<file path="src/rtl/pipeline_hazard_controller.sv">
`default_nettype none
// ============================================================================
// Module   : pipeline_hazard_controller
// Purpose  : Stall/flush sequencer for the five-stage in-order core; redirects
//            raised while memory is stalled are parked and replayed on ack.
//            Optional perf counters enabled by defining HAZARD_PERF_CNT_EN.
// Revision : 1.0 - initial release
// ============================================================================
module pipeline_hazard_controller #(
    parameter int FLUSH_CYCLES = 2,
    parameter int MEM_TIMEOUT  = 255
) (
    input  logic        clk,
    input  logic        rst_n,
    input  logic        dec_valid,
    input  logic [4:0]  dec_rs1,
    input  logic [4:0]  dec_rs2,
    input  logic        dec_rs1_used,
    input  logic        dec_rs2_used,
    input  logic        ex_valid,
    input  logic        ex_is_load,
    input  logic [4:0]  ex_dest,
    input  logic        jmp,
    input  logic [31:0] jmp_addr,
    input  logic        mem_req,
    input  logic        mem_ack,
    output logic        stall_f,
    output logic        stall_d,
    output logic        stall_e,
    output logic        stall_m,
    output logic        bubble_e,
    output logic        flush_fd,
    output logic        flush_de,
    output logic        pc_load,
    output logic [31:0] pc_target,
    output logic        mem_err
`ifdef HAZARD_PERF_CNT_EN
   ,output logic [31:0] perf_stall_cycles,
    output logic [31:0] perf_flush_cycles,
    output logic [31:0] perf_redirects
`endif
);

    localparam logic [1:0] c_st_run      = 2'd0;
    localparam logic [1:0] c_st_flush    = 2'd1;
    localparam logic [1:0] c_st_mem_wait = 2'd2;

    localparam logic [2:0] c_flush_last = 3'(FLUSH_CYCLES - 1);
    localparam logic [7:0] c_to_last    = 8'(MEM_TIMEOUT - 1);
    localparam bit         c_to_en      = (MEM_TIMEOUT != 0);

    logic [1:0]  r_state;
    logic [2:0]  r_flush_cnt;
    logic [7:0]  r_wait_cnt;
    logic        r_jmp_pending;
    logic [31:0] r_pending_addr;
    logic        r_redirect;

    logic w_mem_stall;
    logic w_hz;

    assign w_mem_stall = mem_req & ~mem_ack;
    assign w_hz = dec_valid & ex_valid & ex_is_load & (ex_dest != 5'd0) &
                  ((dec_rs1_used & (dec_rs1 == ex_dest)) |
                   (dec_rs2_used & (dec_rs2 == ex_dest)));

    always_comb begin
        stall_f   = 1'b0;
        stall_d   = 1'b0;
        stall_e   = 1'b0;
        stall_m   = 1'b0;
        bubble_e  = 1'b0;
        flush_fd  = 1'b0;
        flush_de  = 1'b0;
        pc_load   = 1'b0;
        pc_target = 32'd0;
        if (w_mem_stall) begin
            stall_f = 1'b1;
            stall_d = 1'b1;
            stall_e = 1'b1;
            stall_m = 1'b1;
        end else begin
            case (r_state)
                c_st_run: begin
                    if (jmp) begin
                        pc_load   = 1'b1;
                        pc_target = jmp_addr;
                        flush_fd  = 1'b1;
                        flush_de  = 1'b1;
                    end else if (w_hz) begin
                        stall_f  = 1'b1;
                        stall_d  = 1'b1;
                        bubble_e = 1'b1;
                    end
                end
                c_st_flush: begin
                    flush_fd = 1'b1;
                    flush_de = 1'b1;
                    // First flush cycle after a parked redirect issues the PC load
                    if (r_redirect) begin
                        pc_load   = 1'b1;
                        pc_target = r_pending_addr;
                    end
                end
                default: ;
            endcase
        end
    end

    assign mem_err = c_to_en && (r_state == c_st_mem_wait) && w_mem_stall &&
                     (r_wait_cnt == c_to_last);

    always_ff @(posedge clk or negedge rst_n) begin
        if (!rst_n) begin
            r_state        <= c_st_run;
            r_flush_cnt    <= 3'd0;
            r_wait_cnt     <= 8'd0;
            r_jmp_pending  <= 1'b0;
            r_pending_addr <= 32'd0;
            r_redirect     <= 1'b0;
        end else begin
            case (r_state)
                c_st_run: begin
                    r_wait_cnt <= 8'd0;
                    r_redirect <= 1'b0;
                    if (w_mem_stall) begin
                        r_state <= c_st_mem_wait;
                        if (jmp) begin
                            r_jmp_pending  <= 1'b1;
                            r_pending_addr <= jmp_addr;
                        end
                    end else if (jmp && (c_flush_last != 3'd0)) begin
                        r_state     <= c_st_flush;
                        r_flush_cnt <= 3'd1;
                    end
                end
                c_st_flush: begin
                    // A memory stall freezes the flush sequence in place
                    if (!w_mem_stall) begin
                        r_redirect <= 1'b0;
                        if (r_flush_cnt >= c_flush_last) begin
                            r_state     <= c_st_run;
                            r_flush_cnt <= 3'd0;
                        end else begin
                            r_flush_cnt <= r_flush_cnt + 3'd1;
                        end
                    end
                end
                c_st_mem_wait: begin
                    if (w_mem_stall) begin
                        if (jmp && !r_jmp_pending) begin
                            r_jmp_pending  <= 1'b1;
                            r_pending_addr <= jmp_addr;
                        end
                        if (c_to_en && (r_wait_cnt == c_to_last))
                            r_wait_cnt <= 8'd0;
                        else
                            r_wait_cnt <= r_wait_cnt + 8'd1;
                    end else begin
                        r_wait_cnt <= 8'd0;
                        if (r_jmp_pending || jmp) begin
                            r_state        <= c_st_flush;
                            r_flush_cnt    <= 3'd0;
                            r_redirect     <= 1'b1;
                            r_jmp_pending  <= 1'b0;
                            r_pending_addr <= r_jmp_pending ? r_pending_addr : jmp_addr;
                        end else begin
                            r_state <= c_st_run;
                        end
                    end
                end
                default: r_state <= c_st_run;
            endcase
        end
    end

`ifdef HAZARD_PERF_CNT_EN
    logic [31:0] r_perf_stall;
    logic [31:0] r_perf_flush;
    logic [31:0] r_perf_redir;

    always_ff @(posedge clk or negedge rst_n) begin
        if (!rst_n) begin
            r_perf_stall <= 32'd0;
            r_perf_flush <= 32'd0;
            r_perf_redir <= 32'd0;
        end else begin
            if ((stall_f | stall_d | stall_e | stall_m) && (r_perf_stall != 32'hFFFF_FFFF))
                r_perf_stall <= r_perf_stall + 32'd1;
            if (flush_fd && (r_perf_flush != 32'hFFFF_FFFF))
                r_perf_flush <= r_perf_flush + 32'd1;
            if (pc_load && (r_perf_redir != 32'hFFFF_FFFF))
                r_perf_redir <= r_perf_redir + 32'd1;
        end
    end

    assign perf_stall_cycles = r_perf_stall;
    assign perf_flush_cycles = r_perf_flush;
    assign perf_redirects    = r_perf_redir;
`endif

endmodule
`default_nettype wire

</file>
<file path="config.mk">
export PLATFORM = sky130hd
export DESIGN_NAME = pipeline_hazard_controller
export DESIGN_NICKNAME = d
export VERILOG_FILES = /design/src/rtl/pipeline_hazard_controller.sv
export SDC_FILE = /design/constraint.sdc
export NUM_CORES = 1
export LEC_CHECK = 0
export ABC_AREA = 1
export CORE_MARGIN = 2
export CORE_UTILIZATION = 40
export CTS_CLUSTER_DIAMETER = 80
export DETAILED_ROUTE_END_ITERATION = 16
export PLACE_DENSITY = 0.7
export SYNTH_ARGS = -nofsm -noshare
export SYNTH_HDL_FRONTEND = slang
export SYNTH_SLANG_ARGS = --single-unit
</file>
<file path="constraint.sdc">
create_clock -name clk -period 3.82 [get_ports clk]
set_input_delay 0.764 -clock clk [delete_from_list [all_inputs] [get_ports clk]]
set_output_delay 0.764 -clock clk [all_outputs]
set_load 0.05 [all_outputs]
</file>
Word-level counts from Yosys, hierarchy flattened
Cells that the tools add are included.
{"block": "classes", "n_addsub": 2, "magnitude_cmp": 1, "n_eq_ne": 16, "muxes": 50, "bitwise": 9, "reduce_logical": 14}
{"op": "32-bit 2-to-1 mux", "count": 9}
{"op": "32-bit one-hot mux with 2 select lines", "count": 2}
{"op": "1-bit 2-to-1 mux", "count": 19}
{"op": "3-bit 2-to-1 mux", "count": 6}
{"op": "8-bit 2-to-1 mux", "count": 2}
{"op": "8-bit one-hot mux with 2 select lines", "count": 1}
{"op": "2-bit != test (second input constant)", "count": 6}
{"op": "6-bit AND reduction", "count": 2}
{"op": "5-bit == test", "count": 2}
{"op": "2-bit 2-to-1 mux", "count": 5}
{"op": "3-bit one-hot mux with 3 select lines", "count": 1}
{"op": "8-bit by 1-bit adder with 8-bit output (second input constant)", "count": 1}
{"op": "8-bit == test (second input constant)", "count": 1}
{"op": "4-bit AND reduction", "count": 2}
{"op": "1-bit bitwise AND", "count": 7}
{"op": "3-bit by 2-bit != test with 1-bit output (second input constant)", "count": 2}
{"op": "3-bit != test (second input constant)", "count": 2}
{"op": "1-bit one-hot mux with 2 select lines", "count": 3}
{"op": "2-bit one-hot mux with 3 select lines", "count": 1}
{"op": "5-bit AND reduction", "count": 1}
{"op": "5-bit nonzero test", "count": 1}
{"op": "3-bit by 1-bit adder with 3-bit output (second input constant)", "count": 1}
{"op": "3-bit by 1-bit greater-or-equal comparator with 1-bit output (second input constant)", "count": 1}
{"op": "1-bit logical AND", "count": 3}
{"op": "11 further kinds", "count": 11}
{"block": "word_totals", "reg_bits": 47, "in_bits": 57, "word_cells": 98}

Longest topological paths before layout
{"block": "logic_depth", "depth_word": 8, "depth_mapped": 12}

Least setup slack after synthesis
Ideal clock, no wire load.
{"block": "synth_timing", "kind": "input to output", "startpoint": "input mem_ack", "endpoint": "output flush_fd", "arrival_ns": 2.314, "setup_slack_ns": 0.742, "path_stages": 6, "n_path_buf": 2, "path_cell_list": "inv_1 -> nand2_1 -> inv_1 -> buf_2 -> a21oi_1 -> buf_4"}
{"block": "synth_between", "elab_chain_len": 3}
{"item": "start, declared", "line": "26", "source": "input logic mem_ack,"}
{"item": "1-bit NOT", "line": "62", "source": "assign w_mem_stall = mem_req & ~mem_ack;"}
{"item": "1-bit bitwise AND", "line": "62"}
{"item": "1-bit 2-to-1 mux"}
{"item": "end, declared", "line": "32", "source": "output logic flush_fd,"}
Every way passes these cells.

Worst setup path in the final report
{"block": "layout_timing", "startpoint": "input mem_ack", "endpoint": "output flush_de"}
{"block": "layout_between", "elab_chain_len": 3}
{"item": "1-bit NOT", "line": "62"}
{"item": "1-bit bitwise AND", "line": "62"}
{"item": "1-bit 2-to-1 mux", "line": "77", "source": "if (w_mem_stall) begin"}
{"item": "end, declared", "line": "33", "source": "output logic flush_de,"}
Every way passes these cells.

==> impl_results.md <==
* Status: finished clean
* Tot Pwr at 3.41 mW
* RSZ-0062 raised after global routing: false
* Post-Route Setup TNS at 0 ns
* CP Launch Type: input port
* Number of distinct library cells after synthesis at 31
* Filler cells at 682
* Syn avg cell area at 7.27 sq um
* Vias in the first global route at 3,190
* CP Max Fanout at 12
* Hold WC Path Type: flop to flop
* Yosys top cell by area: dfrtp_1
* # clock sinks at 47
* Worst-path clk slew at 0.09 ns
* Antenna violations before repair at 0
* VDD IR max at 522 uV
* Die Span Y at between 90 and 100 microns
* WL met2 at roughly 4.3 mm
* Antenna diodes at 0
* Warnings from Yosys at 0
* Final Max Slew Viols at 0
* Crit path kind: input port to output port
* Hpwl dp at approximately 6.2 mm
* CTS tree: yes
* Final Instance Area at about 4800 sq um
* Top-count cell post-synth: nand2_1
* GRT Util Overall at 20.4%
* DRC at 0
* Mapped Area at 3240 sq um
* Arr. time, crit path at 2.43 ns
* CTS H-tree depth at 2
* DRT Pass-1 Iters at 4
* Fin Clk Skew at 0.00509 ns
* IO Pins at 98
* Top delay family on crit path: buffers and inverters
* Layout cell share with drive strength beyond 1 at 19.8%
* Wire per inst at around 13 microns
* Worst Tran Pin Value at approximately 1.1 ns
* Fin crit period at 3.19 ns
* Area Growth Syn to Fin at 46.8%
* PostCTS Resize Cnt at 0
* P_leak at approximately 2.2 nW
* Register area share after synthesis at 36.3%
* Global route total overflow at 0
* Syn nets at 510
* Final WL at between 8 and 9 mm
* CTS Buf Count at 5
* Critical hold path startpoint: r_pending_addr[17]$_DFFE_PN0P_
* Final Hold Vio Count at 0
* Die area at 8830 sq um
* Worst EP required at 3.06 ns
* Placed cell area at between 4000 and 5000 sq um
* Max clock buf depth at 2
* Most common library cells after synthesis: nand2_1, nand3_1, inv_1
* Wire length on met1 at between 3 and 4 mm
* Share of the synthesized area in the top cell type at 36.3%
* Setup violations, final at 0
* # port buffers at 97
* Via density at 4.93
* CP max stage cell: a21oi_1
* Routed vias at roughly 3,100
* Root Buffer: clkbuf_8
* WP buf/inv at 4
* Final Non-Filler Cells at 631
* Async SR Flop Fraction at 100%
* CP cell instances: clkdlybuf4s50_1, inv_1, nand2_1, inv_1, a21oi_1, buf_12
* Antenna-violating nets left at 0
* Count of nets after finishing at 593
* Fin crit share at 83.5%
* Max Fclk at roughly 310 MHz
* DIE WIDTH at around 94 microns
* 1st-iter DRT viols at 165
* Worst slew margin at between 20% and 30%
* Reg2Reg Launch Point: r_state[0]$_DFFE_PN0P_
* First-pass GRT wire length at 14.4 mm
* Core area at 7770 sq um
* Met3 Wirelength at 395 microns
* Postcts setup bufs at 0
* Max cap viols at 0
* Max incr delay on CP at 0.53 ns
* Crit end category: output port
* Post-synth EDFFs at 0
* DP Cell Count at 623
* Initial core utilization at 41.7%
* Gate Count Post-Synth at 445
* RD Place Congestion at 0.841
* Top sig layer: met4
* Synth top area cells: dfrtp_1, nand3_1, nand2_1
* Largest net degree at the start of global routing at 48
* Clk Latency, worst-skew pair at 0.31 ns
* Top FF cell, synth: dfrtp_1
* Setup crit start: mem_ack
* Num rows at 32
* CTS hold repair buffers at 0
* FF+latch count, synth at 47
* PwrDens at 717 nW/um^2
* Most frequent CP cell: inv_1
-- layer usage --
metal | vias up | GRT usage, %
met4 | 0 | 6.64
met2 | 70 | 35.5
met1 | 1446 | 25.7
met5 | - | 0
met3 | 10 | 3.37
li1 | 1587 | -
-- final cells by class --
| class | instances | area, sq um | area share [%] |
|---|---|---|---|
| clock buffer | 5 | 68.8 | 1.45 |
| clock inverter | 3 | 67.6 | 1.42 |
| inverter | 67 | 256 | 5.40 |
| multi-input combinational | 302 | 1620 | 34.0 |
| sequential | 47 | 1180 | 24.7 |
| tap | 102 | 128 | 2.68 |
| timing repair buffer | 105 | 1440 | 30.3 |
-- report_power, final --
part,total [mW],switching (mW),internal [mW]
clock network,0.438,0.177,0.261
registers,0.828,0.124,0.704
logic,2.14,1.32,0.820
total,3.41,1.62,1.79
-- through the flow --
| step | hold slack, ns | util (%) | setup slack (ns) |
|---|---|---|---|
| 6_report | 0.489 | 61.2 | 0.629 |
| 5_1_grt | 0.512 | 61.2 | 0.508 |
| 4_1_cts | 0.491 | 61.2 | 0.626 |
| 3_5_place_dp | 0.468 | 59.4 | 0.626 |
| 3_3_place_gp | 0.466 | 59.4 | 0.639 |
| 2_1_floorplan | 0.455 | - | 0.742 |
-- worst min-delay path: stages (launching register included) --
cell     delay [ns]
dfrtp_1        0.35
nand2_1        0.06
o21ai_2        0.05
-- cell families after synthesis --
group	count (synthesis)	share of synthesized area [%]
buf+inv	96	13.7
compound gates	81	17.1
simple gates	211	29.3
flops	47	36.3
xor+xnor	2	0.541
fa+ha+maj	8	3.09
-- final timing paths --
check                                                  to  slack [ns]  depth (start not counted)
max                                              flush_de        0.63                          6
min                        r_pending_addr[17]$_DFFE_PN0P_        0.49                          2
max reg2reg                 r_pending_addr[0]$_DFFE_PN0P_        1.51                          7
min reg2reg                r_pending_addr[17]$_DFFE_PN0P_        0.49                          2
max in group asynchronous  r_pending_addr[31]$_DFFE_PN0P_        2.51                          1
min in group asynchronous       r_wait_cnt[1]$_DFFE_PN0N_        0.65                          1
-- registers in the layout, summed over array words and instances, names as in the netlist --
register	flops
r_flush_cnt	3
r_jmp_pending	1
r_pending_addr	32
r_redirect	1
r_state	2
r_wait_cnt	8
-- layout by cell type, fill, tap and decap left out, drive strengths merged --
master	count
o31ai	1
clkdlybuf4s50	56
nand2	100
bufinv	2
nor2	33
and2	1
a21boi	1
ha	8
dfrtp	47
buf	49
o21ai	39
clkbuf	5
nor3	2
o211ai	1
a31oi	1
inv	66
nand3	71
nand4	4
xor2	2
clkinv	1
o21bai	2
clkinvlp	1
a21oi	36
(Power assumes the default switching activity.)
